File: config.mk
export PLATFORM = sky130hd
export DESIGN_NAME = serial_frame_deserializer_flat
export DESIGN_NICKNAME = d
export VERILOG_FILES = /design/src/rtl/serial_frame_deserializer_if.sv /design/src/rtl/serial_frame_deserializer.sv /design/src/flat_wrapper.sv
export SDC_FILE = /design/constraint.sdc
export NUM_CORES = 1
export LEC_CHECK = 0
export ABC_AREA = 1
export BUFFER_PORTS_ARGS = -buffer_cell sky130_fd_sc_hd__buf_2
export CAP_MARGIN = 20
export CORE_UTILIZATION = 58
export DETAILED_ROUTE_END_ITERATION = 7
export PLACE_DENSITY = 0.81
export SLEW_MARGIN = 20
export SYNTH_ARGS = -nofsm -noshare
export SYNTH_HDL_FRONTEND = slang
export SYNTH_SLANG_ARGS = --single-unit
File: constraint.sdc
create_clock -name clock -period 4.35 [get_ports clock]
set_clock_uncertainty 0.1 [all_clocks]
set_input_delay 0.2175 -clock clock [delete_from_list [all_inputs] [get_ports clock]]
set_output_delay 0.2175 -clock clock [all_outputs]
set_load 0.01 [all_outputs]
File: src/rtl/serial_frame_deserializer_if.sv
// Serial line and parallel word bundle between a frame source and the deserializer.
// master drives the line and strobe; slave returns the assembled word and status.
interface serial_frame_deserializer_if #(
    parameter int WIDTH = 8
);
    logic             serial_in;
    logic             bit_en;
    logic [WIDTH-1:0] Data_out;
    logic             data_valid;
    logic             frame_error;
    logic             busy;

    modport master (
        output serial_in,
        output bit_en,
        input  Data_out,
        input  data_valid,
        input  frame_error,
        input  busy
    );

    modport slave (
        input  serial_in,
        input  bit_en,
        output Data_out,
        output data_valid,
        output frame_error,
        output busy
    );
endinterface

File: src/rtl/serial_frame_deserializer.sv
// Receives start / WIDTH data / stop frames sampled on bit_en and presents each
// correctly framed word with a one-cycle data_valid load pulse.
//
//   state | meaning
//   IDLE  | line idle, waiting for a low sample (start bit)
//   DATA  | shifting in data bits, cnt_q = index of the bit being sampled
//   STOP  | next strobe samples the stop bit: high loads Data_out, low flags error
module serial_frame_deserializer #(
    parameter int WIDTH     = 8,
    parameter bit MSB_FIRST = 1'b0
) (
    input logic                   clock,
    input logic                   reset_n,
    serial_frame_deserializer_if.slave bus
);
    localparam int              CW   = (WIDTH > 2) ? $clog2(WIDTH) : 1;
    localparam logic [CW-1:0]   LAST = CW'(WIDTH - 1);

    typedef enum logic [1:0] {
        IDLE = 2'd0,
        DATA = 2'd1,
        STOP = 2'd2
    } state_t;

    state_t           state,   state_nxt;
    logic [WIDTH-1:0] shift_q, shift_nxt;
    logic [WIDTH-1:0] data_q,  data_nxt;
    logic [CW-1:0]    cnt_q,   cnt_nxt;
    logic             valid_q, valid_nxt;
    logic             err_q,   err_nxt;

    always_ff @(posedge clock or negedge reset_n) begin
        if (!reset_n) begin
            state   <= IDLE;
            shift_q <= '0;
            data_q  <= '0;
            cnt_q   <= '0;
            valid_q <= 1'b0;
            err_q   <= 1'b0;
        end else begin
            state   <= state_nxt;
            shift_q <= shift_nxt;
            data_q  <= data_nxt;
            cnt_q   <= cnt_nxt;
            valid_q <= valid_nxt;
            err_q   <= err_nxt;
        end
    end

    // serial_in is only looked at under bit_en, so an undriven line between strobes is harmless
    always_comb begin
        state_nxt = state;
        shift_nxt = shift_q;
        data_nxt  = data_q;
        cnt_nxt   = cnt_q;
        valid_nxt = 1'b0;
        err_nxt   = 1'b0;
        if (bus.bit_en) begin
            unique case (state)
                IDLE: begin
                    if (!bus.serial_in) begin
                        state_nxt = DATA;
                        cnt_nxt   = '0;
                    end
                end
                DATA: begin
                    if (MSB_FIRST)
                        shift_nxt = {shift_q[WIDTH-2:0], bus.serial_in};
                    else
                        shift_nxt = {bus.serial_in, shift_q[WIDTH-1:1]};
                    if (cnt_q == LAST)
                        state_nxt = STOP;
                    else
                        cnt_nxt = cnt_q + CW'(1);
                end
                STOP: begin
                    state_nxt = IDLE;
                    if (bus.serial_in) begin
                        data_nxt  = shift_q;
                        valid_nxt = 1'b1;
                    end else begin
                        err_nxt = 1'b1;
                    end
                end
                default: state_nxt = IDLE;
            endcase
        end
    end

    assign bus.Data_out    = data_q;
    assign bus.data_valid  = valid_q;
    assign bus.frame_error = err_q;
    assign bus.busy        = (state != IDLE);
endmodule

File: src/flat_wrapper.sv
// flat-port wrapper written by rule: the top's interface ports become plain ports
module serial_frame_deserializer_flat 
#(
    parameter int WIDTH     = 8,
    parameter bit MSB_FIRST = 1'b0
)
  (clock, reset_n, bus_serial_in, bus_bit_en, bus_Data_out, bus_data_valid, bus_frame_error, bus_busy);
  serial_frame_deserializer_if #(.WIDTH(WIDTH)) bus_i ();
  input logic clock;
  input logic reset_n;
  input wire logic [$bits(bus_i.serial_in)-1:0] bus_serial_in;
  input wire logic [$bits(bus_i.bit_en)-1:0] bus_bit_en;
  output wire logic [$bits(bus_i.Data_out)-1:0] bus_Data_out;
  output wire logic [$bits(bus_i.data_valid)-1:0] bus_data_valid;
  output wire logic [$bits(bus_i.frame_error)-1:0] bus_frame_error;
  output wire logic [$bits(bus_i.busy)-1:0] bus_busy;
  assign bus_i.serial_in = bus_serial_in;
  assign bus_i.bit_en = bus_bit_en;
  assign bus_Data_out = bus_i.Data_out;
  assign bus_data_valid = bus_i.data_valid;
  assign bus_frame_error = bus_i.frame_error;
  assign bus_busy = bus_i.busy;
  serial_frame_deserializer #(.WIDTH(WIDTH), .MSB_FIRST(MSB_FIRST)) u_core (.clock(clock), .reset_n(reset_n), .bus(bus_i));
endmodule
==> impl_metrics.json <==
{
  "dr_total_vias": 699,
  "wl_met2_microns": 720,
  "fin_crit_sh_pct": 37.7,
  "clockRootBuffer": "clkbuf_4",
  "run_status": "finished, violations left",
  "synth_top_family_by_area": "simple AND/OR/NAND/NOR gates",
  "nets": 124,
  "worstPathArrival_ns": 1.75,
  "wl_met3_microns": 56,
  "dieWidth_microns": 44.1,
  "post-route-min-period_ns": 1.64,
  "peakVddDrop_mv": 0.207,
  "worstReg2RegEnd": "u_core.cnt_q[0]",
  "worstHoldPathCells": 2,
  "fp.coreArea_sq_mm": 0.00158,
  "synthCells": 100,
  "final_hold_viol_count": 0,
  "post_drt_wl_per_cell_microns": 11.6,
  "clk_pin_slew_worst_paths_ns": 0.12,
  "place_area_sq_mm": 0.00109,
  "cts_buffers": 3,
  "syn_area_sq_mm": 0.00103,
  "io_buffers": 14,
  "clock_path_buffers": 2,
  "yosys.cell_types.count": 17,
  "synth_compound_area_share_pct": 14.6,
  "p_int_uw": 310,
  "leakagePower_nw": 0.614,
  "yosysSeqAreaShare_pct": 56.1,
  "seq_power_share_pct": 58.4,
  "drt-met1-wl_microns": 743,
  "path_max_fanout": 4,
  "max_freq_mhz": 609,
  "holdPathEnd": "u_core.bus.frame_error",
  "dr.pass1.iters": 6,
  "power_density_mw_per_mm2": 395,
  "antenna_found_initial": 0,
  "die_area_sq_mm": 0.00194,
  "synth-seq-cells": 23,
  "dr.first_iter.drc_count": 24,
  "routabilityCongestion": 0.856,
  "fp.dieH_microns": 44.1,
  "relSlewSlack_pct": 67.4,
  "synth_fp_nets": 106,
  "comb_power_share_pct": 20.0,
  "grt_setup_unrepaired": "no",
  "cp.required_ns": 4.46,
  "avgSynthCellArea_sq_um": 10.3,
  "p_sw_share_pct": 30.4,
  "htree_levels": 1,
  "row_count": 14,
  "start_util_pct": 65.1,
  "yosysWarnings": 0,
  "reg2reg_slack_ns": 2.71,
  "drive_above_1_share_pct": 33.3,
  "antennaDiodeCount": 0,
  "ios": 15,
  "drc": 2,
  "drv_slew": 0,
  "grt_pass1_vias": 651,
  "power_uw": 446,
  "violations": "design-rule violations",
  "end_kind": "flop",
  "synth_mux_area_share_pct": 0,
  "startpoint_type": "flop",
  "dpl.cell_count": 128,
  "clk_latency_ns": 0.31,
  "wirelength_microns": 1540,
  "power_switching_uw": 136,
  "instances_no_fill": 133,
  "hp-class": "in -> reg",
  "cts_sinks": 23,
  "cts_tree": "built",
  "ant_nets": 0,
  "multi_input_area_sq_um": 375,
  "ctsResizeCount": 0,
  "dp_hpwl_microns": 1080,
  "synth-adder-area-share_pct": 2.44,
  "grt_first_pass_wirelength_microns": 2710,
  "synthSimpleGateAreaFrac_pct": 19.5,
  "clkPwrFrac_pct": 21.7,
  "setup_viol": 0,
  "areaGrowthSynthToFinish_pct": 10.1,
  "regArea_sq_um": 576,
  "grtUsageTotal_pct": 19.6,
  "rr_worst_depth": 6,
  "grt_overflow_total": 0,
  "tns_ns": 0,
  "grt_max_degree": 24,
  "worst_pin_slew_ns": 0.489,
  "drv_cap": 0,
  "rr_startpoint": "u_core.cnt_q[0]",
  "design_area_sq_mm": 0.00113,
  "hp-start": "bus_serial_in",
  "vias_per_cell": 5.26,
  "fillers": 125,
  "synthXorXnorAreaFrac_pct": 0,
  "crit_type": "reg -> reg",
  "highest-signal-layer": "met4"
}
[registers in the layout, summed over array words and instances (netlist names)]
register and count:
u_core.bus.Data_out 8, u_core.bus.data_valid 1, u_core.bus.frame_error 1, u_core.cnt_q 3, u_core.shift_q 8, u_core.state 2
[Yosys cell counts]
cell type	n	share of area, %
a21oi_1	1	0.49
a21oi_2	2	1.7
buf_6	2	2.2
dfrtp_1	23	56
ha_1	2	2.4
inv_1	13	4.8
inv_2	1	0.37
nand2_1	25	9.1
nand2_2	2	1.2
nand2_4	1	1.1
nand3_1	5	2.4
nand4_4	1	2.1
nor2_1	5	1.8
nor2_4	1	1.1
nor4_1	1	0.61
o21ai_0	1	0.49
o21ai_2	14	12
[per-layer routing]
| layer | track usage, % | up-vias |
|---|---|---|
| met2 | 31.2 | 15 |
| li1 | - | 350 |
| met3 | 4.90 | 2 |
| met4 | 9.70 | 0 |
| met5 | 0 | - |
| met1 | 25.1 | 332 |
[cells by family after synthesis]
group                    after synthesis
AND/OR/NAND/NOR                       41
adder cells (fa/ha/maj)                2
flip-flops                            23
AO/OA/AOI/OAI                         18
buffers and inverters                 16
[stage by stage]
step                worst slack (ns)  util [%]  hold WS (ns)
CTS                             2.72      71.7        0.0661
global placement                2.82      69.4         0.106
detailed placement              2.73      69.4         0.119
global route                    2.58      71.7        0.0602
finish                          2.71      71.7        0.0660
floorplan                       2.87         -        -0.178
[layout make-up]
type / count / share of cell area (%)
sequential: 23 / 50.9
multi-input combinational: 61 / 33.2
timing repair buffer: 15 / 7.09
inverter: 14 / 4.65
clock buffer: 4 / 2.33
tap: 16 / 1.77
[worst max-delay path by stage]
stage,from,to,slack (ns),depth (start not counted)
after floorplan,u_core.cnt_q[0],u_core.cnt_q[0],2.87,6
after global placement,u_core.cnt_q[0],u_core.cnt_q[0],2.82,6
after detailed placement,u_core.cnt_q[0],u_core.cnt_q[1],2.73,6
after CTS,u_core.cnt_q[0],u_core.cnt_q[0],2.72,6
after global routing,u_core.cnt_q[0],u_core.cnt_q[0],2.58,6
final,u_core.cnt_q[0],u_core.cnt_q[0],2.71,6
[what timing repair did]
item / 4_1_cts / 5_1_grt
hold buffers: 1 / 0
setup endpoints to repair: 0 / 0
hold endpoints to repair: 23 / 0
buffers inserted: 0 / 0
[power by group through the flow]
stage	logic [mW]	registers (mW)	clock network, mW
2_1_floorplan	0.0709	0.260	0
3_3_place_gp	0.0856	0.263	0
3_5_place_dp	0.0898	0.264	0
4_1_cts	0.0904	0.260	0.0992
5_1_grt	0.103	0.263	0.106
6_report	0.0892	0.260	0.0966
[worst max-delay path: stages (launching register included)]
cell     delay (ns)
dfrtp_1        0.42
ha_1           0.21
ha_1           0.20
a21oi_1        0.27
nand3_1        0.20
nand2_1        0.10
nand2_1        0.05
[cell usage in the layout (no fill, tap or decap)]
cell type,instances
clkbuf_4,3
dfrtp_1,23
a21oi_1,1
nand2_4,1
clkbuf_1,1
nand2_1,25
inv_2,1
nor2_4,1
inv_1,13
nor4_1,1
dlygate4sd3_1,1
nand4_4,1
nand3_1,5
nand2_2,2
nor2_1,5
o21ai_0,1
buf_2,14
ha_1,2
a21oi_2,2
o21ai_2,14
No activity file was read; power rests on OpenSTA's default activity.
